## config.mk

```make
export PLATFORM = sky130hd
export DESIGN_NAME = adv_mode_cmd_writer_flat
export DESIGN_NICKNAME = d
export VERILOG_FILES = /design/src/rtl/adv_mode_cmd_writer_if.sv /design/src/rtl/adv_mode_cmd_writer.sv /design/src/flat_wrapper.sv
export SDC_FILE = /design/constraint.sdc
export NUM_CORES = 1
export LEC_CHECK = 0
export CORE_ASPECT_RATIO = 1.25
export CORE_MARGIN = 5
export CORE_UTILIZATION = 48
export CTS_CLUSTER_DIAMETER = 30
export DETAILED_ROUTE_END_ITERATION = 12
export HOLD_SLACK_MARGIN = 0.15
export PLACE_DENSITY = 0.82
export SETUP_SLACK_MARGIN = 0.2
export SLEW_MARGIN = 20
export SYNTH_ARGS = -nofsm -noshare
export SYNTH_HDL_FRONTEND = slang
export SYNTH_SLANG_ARGS = --single-unit
```

## constraint.sdc

```tcl
create_clock -name clock -period 3.06 [get_ports clock]
set_input_delay 0.612 -clock clock [delete_from_list [all_inputs] [get_ports clock]]
set_output_delay 0.612 -clock clock [all_outputs]
set_load 0.05 [all_outputs]
```

## src/rtl/adv_mode_cmd_writer_if.sv

```systemverilog
// FIFO write port between the mode-command writer and the ADV7513 reconfiguration FIFO.
interface adv_mode_cmd_writer_if;
  logic       wrreq;
  logic [7:0] wdata;
  logic       wrfull;

  modport master (output wrreq, output wdata, input wrfull);
  modport slave  (input wrreq, input wdata, output wrfull);
endinterface

```

## src/rtl/adv_mode_cmd_writer.sv

```systemverilog
// Builds the ADV7513 video-mode code from output_mode and a frame-filtered 240p flag,
// waits for it to settle, then writes exactly one byte per settled change into the FIFO.
module adv_mode_cmd_writer #(
  parameter int STABLE_FRAMES  = 3,
  parameter int HOLDOFF_CYCLES = 1024
) (
  input  logic                        clock,
  input  logic                        reset_n,
  input  logic [1:0]                  output_mode,
  input  logic                        is_240p,
  input  logic                        frame_strobe,
  input  logic                        force_resend,
  adv_mode_cmd_writer_if.master       fifo,
  output logic [3:0]                  current_code,
  output logic                        busy
);

  localparam int FW = $clog2(STABLE_FRAMES + 1);
  localparam int HW = $clog2(HOLDOFF_CYCLES + 1);
  localparam logic [FW-1:0] FRAMES_LAST = FW'(STABLE_FRAMES - 1);
  localparam logic [HW-1:0] HOLD_LOAD   = HW'(HOLDOFF_CYCLES);

  typedef enum logic [1:0] {IDLE, HOLDOFF, WRITE} state_t;

  state_t          state;
  logic            flag_240p;
  logic [FW-1:0]   frame_cnt;
  logic [HW-1:0]   hold_cnt;
  logic [3:0]      latched;
  logic            pending;
  logic [3:0]      desired;

  assign desired = {flag_240p, 1'b0, output_mode};

  // 240p filter: the flag only flips after STABLE_FRAMES consecutive disagreeing frame samples.
  // NOTE: sequential state uses non-blocking assignments so every register sees pre-edge values.
  always_ff @(posedge clock or negedge reset_n) begin
    if (!reset_n) begin
      flag_240p <= 1'b0;
      frame_cnt <= '0;
    end else if (frame_strobe) begin
      if (is_240p != flag_240p) begin
        if (frame_cnt == FRAMES_LAST) begin
          flag_240p <= ~flag_240p;
          frame_cnt <= '0;
        end else begin
          frame_cnt <= frame_cnt + FW'(1);
        end
      end else begin
        frame_cnt <= '0;
      end
    end
  end

  // NOTE: pending resets to 1 so the first settled code after reset is always written,
  // keeping the downstream decoder in step with this block.
  always_ff @(posedge clock or negedge reset_n) begin
    if (!reset_n) begin
      pending <= 1'b1;
    end else if (force_resend) begin
      pending <= 1'b1;
    end else if (state == WRITE && !fifo.wrfull) begin
      pending <= 1'b0;
    end
  end

  always_ff @(posedge clock or negedge reset_n) begin
    if (!reset_n) begin
      state        <= IDLE;
      hold_cnt     <= '0;
      latched      <= 4'h0;
      fifo.wrreq   <= 1'b0;
      fifo.wdata   <= 8'h00;
      current_code <= 4'h0;
      busy         <= 1'b0;
    end else begin
      fifo.wrreq <= 1'b0;
      case (state)
        IDLE: begin
          if (pending || desired != current_code) begin
            state    <= HOLDOFF;
            busy     <= 1'b1;
            hold_cnt <= HOLD_LOAD;
            latched  <= desired;
          end
        end
        HOLDOFF: begin
          // Any movement of the desired code restarts the settle window; the counter stays >= 1 here.
          if (desired != latched) begin
            hold_cnt <= HOLD_LOAD;
            latched  <= desired;
          end else begin
            hold_cnt <= hold_cnt - HW'(1);
            if (hold_cnt == HW'(1)) state <= WRITE;
          end
        end
        WRITE: begin
          if (!fifo.wrfull) begin
            fifo.wrreq   <= 1'b1;
            fifo.wdata   <= {4'h0, latched};
            current_code <= latched;
            state        <= IDLE;
            busy         <= 1'b0;
          end
        end
        default: begin
          state <= IDLE;
          busy  <= 1'b0;
        end
      endcase
    end
  end

endmodule

```

## src/flat_wrapper.sv

```systemverilog
// flat-port wrapper written by rule: the top's interface ports become plain ports
module adv_mode_cmd_writer_flat 
#(
  parameter int STABLE_FRAMES  = 3,
  parameter int HOLDOFF_CYCLES = 1024
)
  (clock, reset_n, output_mode, is_240p, frame_strobe, force_resend, current_code, busy, fifo_wrreq, fifo_wdata, fifo_wrfull);
  adv_mode_cmd_writer_if fifo_i ();
  input  logic clock;
  input  logic reset_n;
  input  logic [1:0] output_mode;
  input  logic is_240p;
  input  logic frame_strobe;
  input  logic force_resend;
  output logic [3:0] current_code;
  output logic busy;
  output wire logic [$bits(fifo_i.wrreq)-1:0] fifo_wrreq;
  output wire logic [$bits(fifo_i.wdata)-1:0] fifo_wdata;
  input wire logic [$bits(fifo_i.wrfull)-1:0] fifo_wrfull;
  assign fifo_wrreq = fifo_i.wrreq;
  assign fifo_wdata = fifo_i.wdata;
  assign fifo_i.wrfull = fifo_wrfull;
  adv_mode_cmd_writer #(.STABLE_FRAMES(STABLE_FRAMES), .HOLDOFF_CYCLES(HOLDOFF_CYCLES)) u_core (.clock(clock), .reset_n(reset_n), .output_mode(output_mode), .is_240p(is_240p), .frame_strobe(frame_strobe), .force_resend(force_resend), .fifo(fifo_i), .current_code(current_code), .busy(busy));
endmodule
```

==> results of run 1 <==
==> worst paths after layout <==
kind,slack [ps],depth (start not counted),from,end
setup / recovery,740,5,output_mode[0],u_core.hold_cnt[8]
hold / removal,480,1,u_core.hold_cnt[10],u_core.hold_cnt[10]
setup reg to reg,1050,4,u_core.latched[1],u_core.hold_cnt[8]
hold reg to reg,480,1,u_core.hold_cnt[10],u_core.hold_cnt[10]
max in group asynchronous,2140,2,reset_n,u_core.pending
min in group asynchronous,630,2,reset_n,u_core.hold_cnt[3]
==> stage by stage <==
step / hold slack, ps / instance area, µm² / setup WS, ps / total power [µW]
after detailed placement: 467 / 1480 / 447 / 981
after CTS: 485 / 1510 / 805 / 1140
after global routing: 495 / 1510 / 728 / 1220
final: 481 / 1510 / 736 / 1140
after global placement: 465 / 1480 / 494 / 954
after floorplan: 316 / 1360 / 1080 / 877
==> flip-flops by register name (all words and copies together), names as in the netlist <==
register / flops
u_core.busy: 1
u_core.current_code: 3
u_core.fifo.wrreq: 1
u_core.flag_240p: 1
u_core.frame_cnt: 2
u_core.hold_cnt: 11
u_core.latched: 3
u_core.pending: 1
u_core.state: 2
==> power by group through the flow <==
stage / registers, µW / clock network (µW) / logic [µW]
after CTS: 501 / 157 / 478
after floorplan: 497 / 0 / 381
after global placement: 499 / 0 / 455
after detailed placement: 507 / 0 / 474
after global routing: 516 / 174 / 532
final: 501 / 153 / 480
==> layout by cell type (no fill, tap or decap), types with 2 or more instances in the layout <==
master	count
o21ai_0	8
xnor2_1	3
inv_1	6
buf_4	2
xor2_1	4
clkdlybuf4s50_1	15
nand3_1	5
a22o_1	3
clkbuf_4	3
conb_1	6
dfrtp_1	24
nor3_1	5
nor3b_1	2
ha_1	2
nor2_1	7
nor4_1	4
mux2i_1	2
mux2_2	5
a41oi_1	2
nand2b_1	2
nand2_1	17
or4_1	2
==> metal layers <==
metal  vias up  GRT usage [%]  routed length [µm]  part of all wire [%]
met5         -              0                   0                     0
met4         0           6.19                  53                   2.0
met3         6           2.80                  99                   3.7
met2        22           25.9                1460                    55
met1       513           16.1                1050                    39
li1        483              -                   -                     -
==> area by class of cell <==
class	count	area (µm²)	area share (%)
clock buffer	3	22.5	1.50
clock inverter	1	7.51	0.499
inverter	6	22.5	1.50
multi-input combinational	95	618	41.1
sequential	25	627	41.6
tap	34	42.5	2.83
timing repair buffer	17	165	11.0
==> cell families (layout without fill, tap and decap cells) <==
kind of cell / Yosys count / count (layout) / share of synthesized area (%)
other: 1 / 6 / 0.280
flip-flops: 25 / 25 / 46.8
buffers and inverters: 19 / 27 / 8.50
AO/OA/AOI/OAI: 22 / 22 / 12.1
adder cells (fa/ha/maj): 2 / 2 / 1.87
AND/OR/NAND/NOR: 51 / 51 / 20.2
XOR/XNOR: 7 / 7 / 4.58
multiplexers: 7 / 7 / 5.70
==> results.txt, run 1 <==
Initial Util = 50.0%
Worst skew pair latency = 330 ps
Total net switching power = 470 µW
DR iter-0 viols = 29
Clock root buffer = clkbuf_4
Routed vias/inst = 5.66
Drt drc = 0
Clock Sinks = 25
Mapped Area = 1340 µm²
Longest Clk Path Bufs = 2
Layout cell share with drive strength beyond 1 = 12.2%
EDFF count, synth = 0
Wire per inst = 14.7 µm
Port Buffer Count = 15
Most common flop cell mapped by yosys = dfrtp_1
Fin util = 56.2%
Startpoint Class = primary input
HP Class = flop to flop
Seq pwr share = 44.2%
Initial antenna violation count = 0
Async S/R FF share, synth = 100%
Crit-path max FO = 14
CP Data Arrival Time = 2600 ps
P&R area growth vs syn = 12.3%
Fin crit share = 75.9%
Crit-path max cell delay = 620 ps
Clock Skew = 7.82 ps
Detailed Place HPWL = 1.99 mm
FF+latch count, synth = 25
# diodes = 0
Switching share of power = 41.4%
Logic pwr share = 42.3%
GRT Total Usage = 14.4%
Worst-path clk slew = 140 ps
Setup TNS = 0 ps
Die Y-Extent = 69.1 µm
Buffer and inverter count on the worst path = 1
Die area = 3960 µm²
Final Critical Period = 2320 ps
Initial DRT Pass Iterations = 4
Vias in the first global route = 1,067
Pin count of the biggest net entering global routing = 26
CP Data Required Time = 3340 ps
Max cap viols = 0
Register area share after synthesis = 46.8%
Worst Max-Slew Pin Slew = 689 ps
Clock Power Share = 13.5%
Synth top area share = 44.8%
Final std cells w/o fill = 181
Status = complete, no violations
GRT overflow = 0
Number of post-CTS setup repair buffers = 0
Synth Instances = 134
WL final = 2.67 mm
Crit-path cells = clkdlybuf4s50_1, xor2_1, or4b_4, nor3_1, a32o_1
Largest area contributor in the netlist = dfrtp_1
Leakage Power = 0.000694 µW
# resized after CTS = 0
Netlist cell types = 40
Worst setup EP type = flop
Antenna viol nets, final = 0
FP Rows = 21
Cells after DPL = 177
Family with the most delay on the worst path = simple AND/OR/NAND/NOR gates
Power density cells = 754 nW/µm²
Die width = 57.3 µm
Via count = 1,024
Peak supply drop = 0.465 mV
Fin. Hold Viols = 0
YS warnings = 0
Gpl congestion = 0.824
Slowest stage cell, crit path = or4b_4
Top cells by area, synth = dfrtp_1, buf_4, nand2_1
Most frequent cell after synthesis = dfrtp_1
Cell Int Power = 665 µW
Top cells by count, synth = dfrtp_1, nand2_1, buf_4
WS Path Type = primary input to flop
# IOs = 22
RSZ-0062 raised after global routing = false
Hold Buf Count CTS = 0
Fill count = 247
Slew HR = 54.0%
Endpoints failing setup = 0
Total CTS buffers = 3
Core area = 2680 µm²
CTS H-tree lvls = 1
Fin nets = 158
CTS tree = done
Max-slew violation count = 0
Syn avg cell area = 10.0 µm²
Max Fclk = 430 MHz
First-pass GRT wire length = 4.60 mm
(Power assumes the default switching activity.)
==> run 2, diff against run 1 <==
==> constraint.sdc (replaced) <==
create_clock -name clock -period 2.4 [get_ports clock]
set_input_delay 0.48 -clock clock [delete_from_list [all_inputs] [get_ports clock]]
set_output_delay 0.48 -clock clock [all_outputs]
set_load 0.05 [all_outputs]
==> results.txt, run 2 (synthesis results as in run 1) <==
Largest register by flop count = u_core.hold_cnt
Vias in the first global route = 1,063
Core area = 2680 µm²
RSZ-0062 raised after global routing = false
Cells after DPL = 182
Detailed Place HPWL = 2.01 mm
Fin. Hold Viols = 0
Antenna viol nets, final = 0
Max cap viols = 0
Clock Power Share = 13.0%
Die Y-Extent = 69.1 µm
First-pass GRT wire length = 4.69 mm
Final Critical Period = 2080 ps
Port Buffer Count = 15
Cell Int Power = 863 µW
Crit-path cells = clkdlybuf4s50_1
Via count = 1,010
Pin count of the biggest net entering global routing = 26
CP Data Required Time = 1920 ps
Worst Max-Slew Pin Slew = 728 ps
WHS Endpoint = u_core.hold_cnt[10]
DR iter-0 viols = 40
Worst reg2reg endpoint = u_core.hold_cnt[5]
# IOs = 22
Startpoint Class = flop
Endpoints failing setup = 0
Initial Util = 50.0%
Max Fclk = 482 MHz
Register area = 627 µm²
Logic pwr share = 43.5%
Initial antenna violation count = 0
Hold Path Origin = u_core.hold_cnt[10]
Peak supply drop = 0.588 mV
Hold Buf Count CTS = 0
Power density cells = 951 nW/µm²
Total net switching power = 600 µW
Power Total = 1460 µW
Fin nets = 163
Number of post-CTS setup repair buffers = 0
Final std cells w/o fill = 186
# diodes = 0
CP Data Arrival Time = 1600 ps
GRT overflow = 0
Drt drc = 0
Most common cell after layout, fill and taps aside = dfrtp_1
CTS tree = done
Total CTS buffers = 3
Routed vias/inst = 5.43
Die area = 3960 µm²
# resized after CTS = 0
Crit-path max cell delay = 830 ps
Worst setup EP type = output port
Multi-input gate area = 618 µm²
Gpl congestion = 0.838
Family with the most delay on the worst path = buffers and inverters
Seq pwr share = 43.5%
Clock Skew = 12.2 ps
Biggest registers after layout = u_core.hold_cnt: 11 flops, u_core.current_code: 3 flops, u_core.latched: 3 flops
Crit-path max FO = 4
Buffer and inverter count on the worst path = 1
Slew HR = 51.0%
HP Class = flop to flop
Worst-path clk slew = 140 ps
Initial DRT Pass Iterations = 4
Clock root buffer = clkbuf_4
Hold Slack = 486 ps
Wire per inst = 14.5 µm
Worst r2r src = u_core.latched[1]
Longest Clk Path Bufs = 2
P&R area growth vs syn = 14.8%
Leakage Power = 0.000721 µW
GRT Total Usage = 14.9%
Max FFs per register = 11
WL final = 2.69 mm
Status = complete, no violations
Worst skew pair latency = 330 ps
Most frequent cells in the layout = dfrtp_1, nand2_1, clkdlybuf4s50_1, o21ai_0
Die width = 57.3 µm
CTS H-tree lvls = 1
R2r worst-path depth = 4
R2R setup slack = 510 ps
WS Path Type = flop to output port
FP Rows = 21
Max-slew violation count = 0
Layout cell share with drive strength beyond 1 = 14.5%
Fill count = 242
Switching share of power = 41.0%
Fin crit share = 86.5%
Slowest stage cell, crit path = clkdlybuf4s50_1
Cells on Worst Hold Path = 1
Clock Sinks = 25
[run 2: cell types whose count changed in the layout (fill, tap and decap cells not counted)]
| cell | delta |
|---|---|
| buf_4 | +5 |
| clkbuf_1 | +1 |
| clkinvlp_4 | -1 |
[run 2: final cells by class]
class                      instances  share of cell area, %
multi-input combinational         95                   40.2
tap                               34                   2.76
clock buffer                       4                   1.71
sequential                        25                   40.7
timing repair buffer              22                   13.2
inverter                           6                   1.46
[run 2: stage by stage]
step / instance area, µm² / util [%] / worst slack (ps) / TNS, ps
detailed placement: 1510 / 56.4 / -11.4 / -11.4
floorplan: 1360 / - / 538 / 0
CTS: 1540 / 57.4 / 300 / 0
global placement: 1510 / 56.4 / 31.4 / 0
finish: 1540 / 57.4 / 324 / 0
global route: 1540 / 57.4 / 235 / 0
[run 2: how the worst max path moves through the flow]
stage | startpoint | end | slack (ps) | cells after the start
2_1_floorplan | u_core.current_code[3] | u_core.hold_cnt[5] | 540 | 5
3_3_place_gp | output_mode[0] | u_core.hold_cnt[5] | 30 | 5
3_5_place_dp | output_mode[0] | u_core.hold_cnt[5] | -10 | 5
4_1_cts | u_core.current_code[0] | fifo_wdata[0] | 300 | 1
5_1_grt | u_core.current_code[0] | fifo_wdata[0] | 240 | 1
6_report | u_core.current_code[0] | fifo_wdata[0] | 320 | 1
[run 2: routing by layer]
layer / vias up / wire [µm] / global-route usage (%)
li1: 487 / - / -
met1: 497 / 1130 / 16.7
met2: 21 / 1420 / 26.4
met3: 5 / 89 / 2.80
met4: 0 / 49 / 7.22
met5: - / 0 / 0
[run 2: power by group through the flow]
stage / logic, µW / clock network (µW) / registers (µW)
after CTS: 636 / 198 / 634
after detailed placement: 630 / 0 / 644
after floorplan: 485 / 0 / 633
after global placement: 607 / 0 / 636
after global routing: 710 / 222 / 654
final: 636 / 190 / 637
==> run 3, diff against run 2 <==
--- a/config.mk
+++ b/config.mk
@@ -11,8 +11,8 @@
 export CTS_CLUSTER_DIAMETER = 30
 export DETAILED_ROUTE_END_ITERATION = 12
 export HOLD_SLACK_MARGIN = 0.15
-export PLACE_DENSITY = 0.82
-export SETUP_SLACK_MARGIN = 0.2
+export PLACE_DENSITY = 0.72
+export SETUP_SLACK_MARGIN = 0.3
 export SLEW_MARGIN = 20
 export SYNTH_ARGS = -nofsm -noshare
 export SYNTH_HDL_FRONTEND = slang
==> results.txt, run 3 (synthesis results as in run 1) <==
Core area = 2680 µm²
Initial antenna violation count = 0
CTS tree = done
Worst Max-Slew Pin Slew = 624 ps
Setup slack after layout = 373 ps
Setup TNS = 0 ps
Status = complete, no violations
Port Buffer Count = 15
Slowest stage cell, crit path = clkdlybuf4s50_1
Most frequent cells in the layout = dfrtp_1, nand2_1, clkdlybuf4s50_1, o21ai_0, buf_4
CP Data Arrival Time = 1550 ps
WL final = 2.61 mm
Max FFs per register = 11
FP Rows = 21
Final Critical Period = 2030 ps
Worst setup EP type = output port
Family with the most delay on the worst path = buffers and inverters
# diodes = 0
Clock root buffer = clkbuf_4
Layout cell share with drive strength beyond 1 = 16.2%
Die width = 57.3 µm
Fin. Hold Viols = 0
Detailed Place HPWL = 2.00 mm
Endpoints failing setup = 0
HP Class = primary input to flop
Gpl congestion = 0.830
Pre-CTS setup slack = -26.6 ps
GRT overflow = 0
Antenna viol nets, final = 0
Power Total = 1470 µW
Most common cell after layout, fill and taps aside = dfrtp_1
Power density cells = 936 nW/µm²
Fin crit share = 84.4%
Initial Util = 50.0%
Vias in the first global route = 1,005
Fin util = 58.4%
Clock Skew = 4.13 ps
Cell Area, Placed = 1510 µm²
Via count = 1,014
Clock Sinks = 25
Max cap viols = 0
Initial DRT Pass Iterations = 4
Worst skew pair latency = 310 ps
Max-slew violation count = 0
DR iter-0 viols = 50
Crit-path max cell delay = 820 ps
Slew HR = 58.0%
Total CTS buffers = 3
Biggest registers after layout = u_core.hold_cnt: 11 flops, u_core.current_code: 3 flops, u_core.latched: 3 flops
GRT Total Usage = 14.3%
P&R area growth vs syn = 16.8%
Peak supply drop = 0.452 mV
Worst-path clk slew = 130 ps
Startpoint Class = flop
Routed vias/inst = 5.39
Pin count of the biggest net entering global routing = 26
RSZ-0062 raised after global routing = false
Die Y-Extent = 69.1 µm
Fin nets = 165
CTS H-tree lvls = 1
# IOs = 22
Die area = 3960 µm²
Crit-path max FO = 4
Buffer and inverter count on the worst path = 1
WS Path Type = flop to output port
First-pass GRT wire length = 4.63 mm
Max Fclk = 493 MHz
Drt drc = 0
Longest Clk Path Bufs = 2
Largest register by flop count = u_core.hold_cnt
Leakage Power = 0.000815 µW
Crit-path cells = clkdlybuf4s50_1
Wire per inst = 13.9 µm
Fin area = 1570 µm²
CP Data Required Time = 1920 ps
-- run 3: worst paths after layout --
check,start,end,slack (ps),cells after the start
hold / removal,output_mode[0],u_core.latched[0],460,3
max in group asynchronous,reset_n,u_core.pending,1600,2
min in group asynchronous,reset_n,u_core.hold_cnt[5],510,2
setup / recovery,u_core.current_code[1],fifo_wdata[1],370,1
hold reg to reg,u_core.hold_cnt[10],u_core.hold_cnt[10],480,1
setup reg to reg,u_core.flag_240p,u_core.hold_cnt[1],520,5
-- run 3: area by class of cell --
class	count	area, µm²
Sequential cell	25	627
Multi-Input combinational cell	95	618
Inverter	6	22.5
Timing Repair Buffer	24	228
Fill cell	238	1110
Clock inverter	1	5.00
Tap cell	34	42.5
Clock buffer	3	22.5
-- run 3: timing repair --
action	in CTS	in global routing
hold buffers	0	0
endpoints found under the setup margin	0	5
gates resized for setup	0	6
setup buffers	0	2
-- run 3: stage by stage --
| stage | cells | hold WS, ps |
|---|---|---|
| after floorplan | 139 | 184 |
| after global placement | 182 | 469 |
| after detailed placement | 182 | 468 |
| after CTS | 186 | 486 |
| after global routing | 188 | 471 |
| final | 188 | 459 |
-- run 3: report_power, final --
part / internal [µW] / total, µW / switching, µW
clock: 62.3 / 183 / 121
sequential: 523 / 637 / 113
combinational: 283 / 646 / 362
total: 869 / 1470 / 596
-- run 3: metal layers --
layer	global-route usage, %	wire length, µm	vias to the layer above
met2	24.7	1440	11
li1	-	-	497
met4	4.12	13	0
met5	0	0	-
met3	2.61	87	2
met1	18.0	1070	504
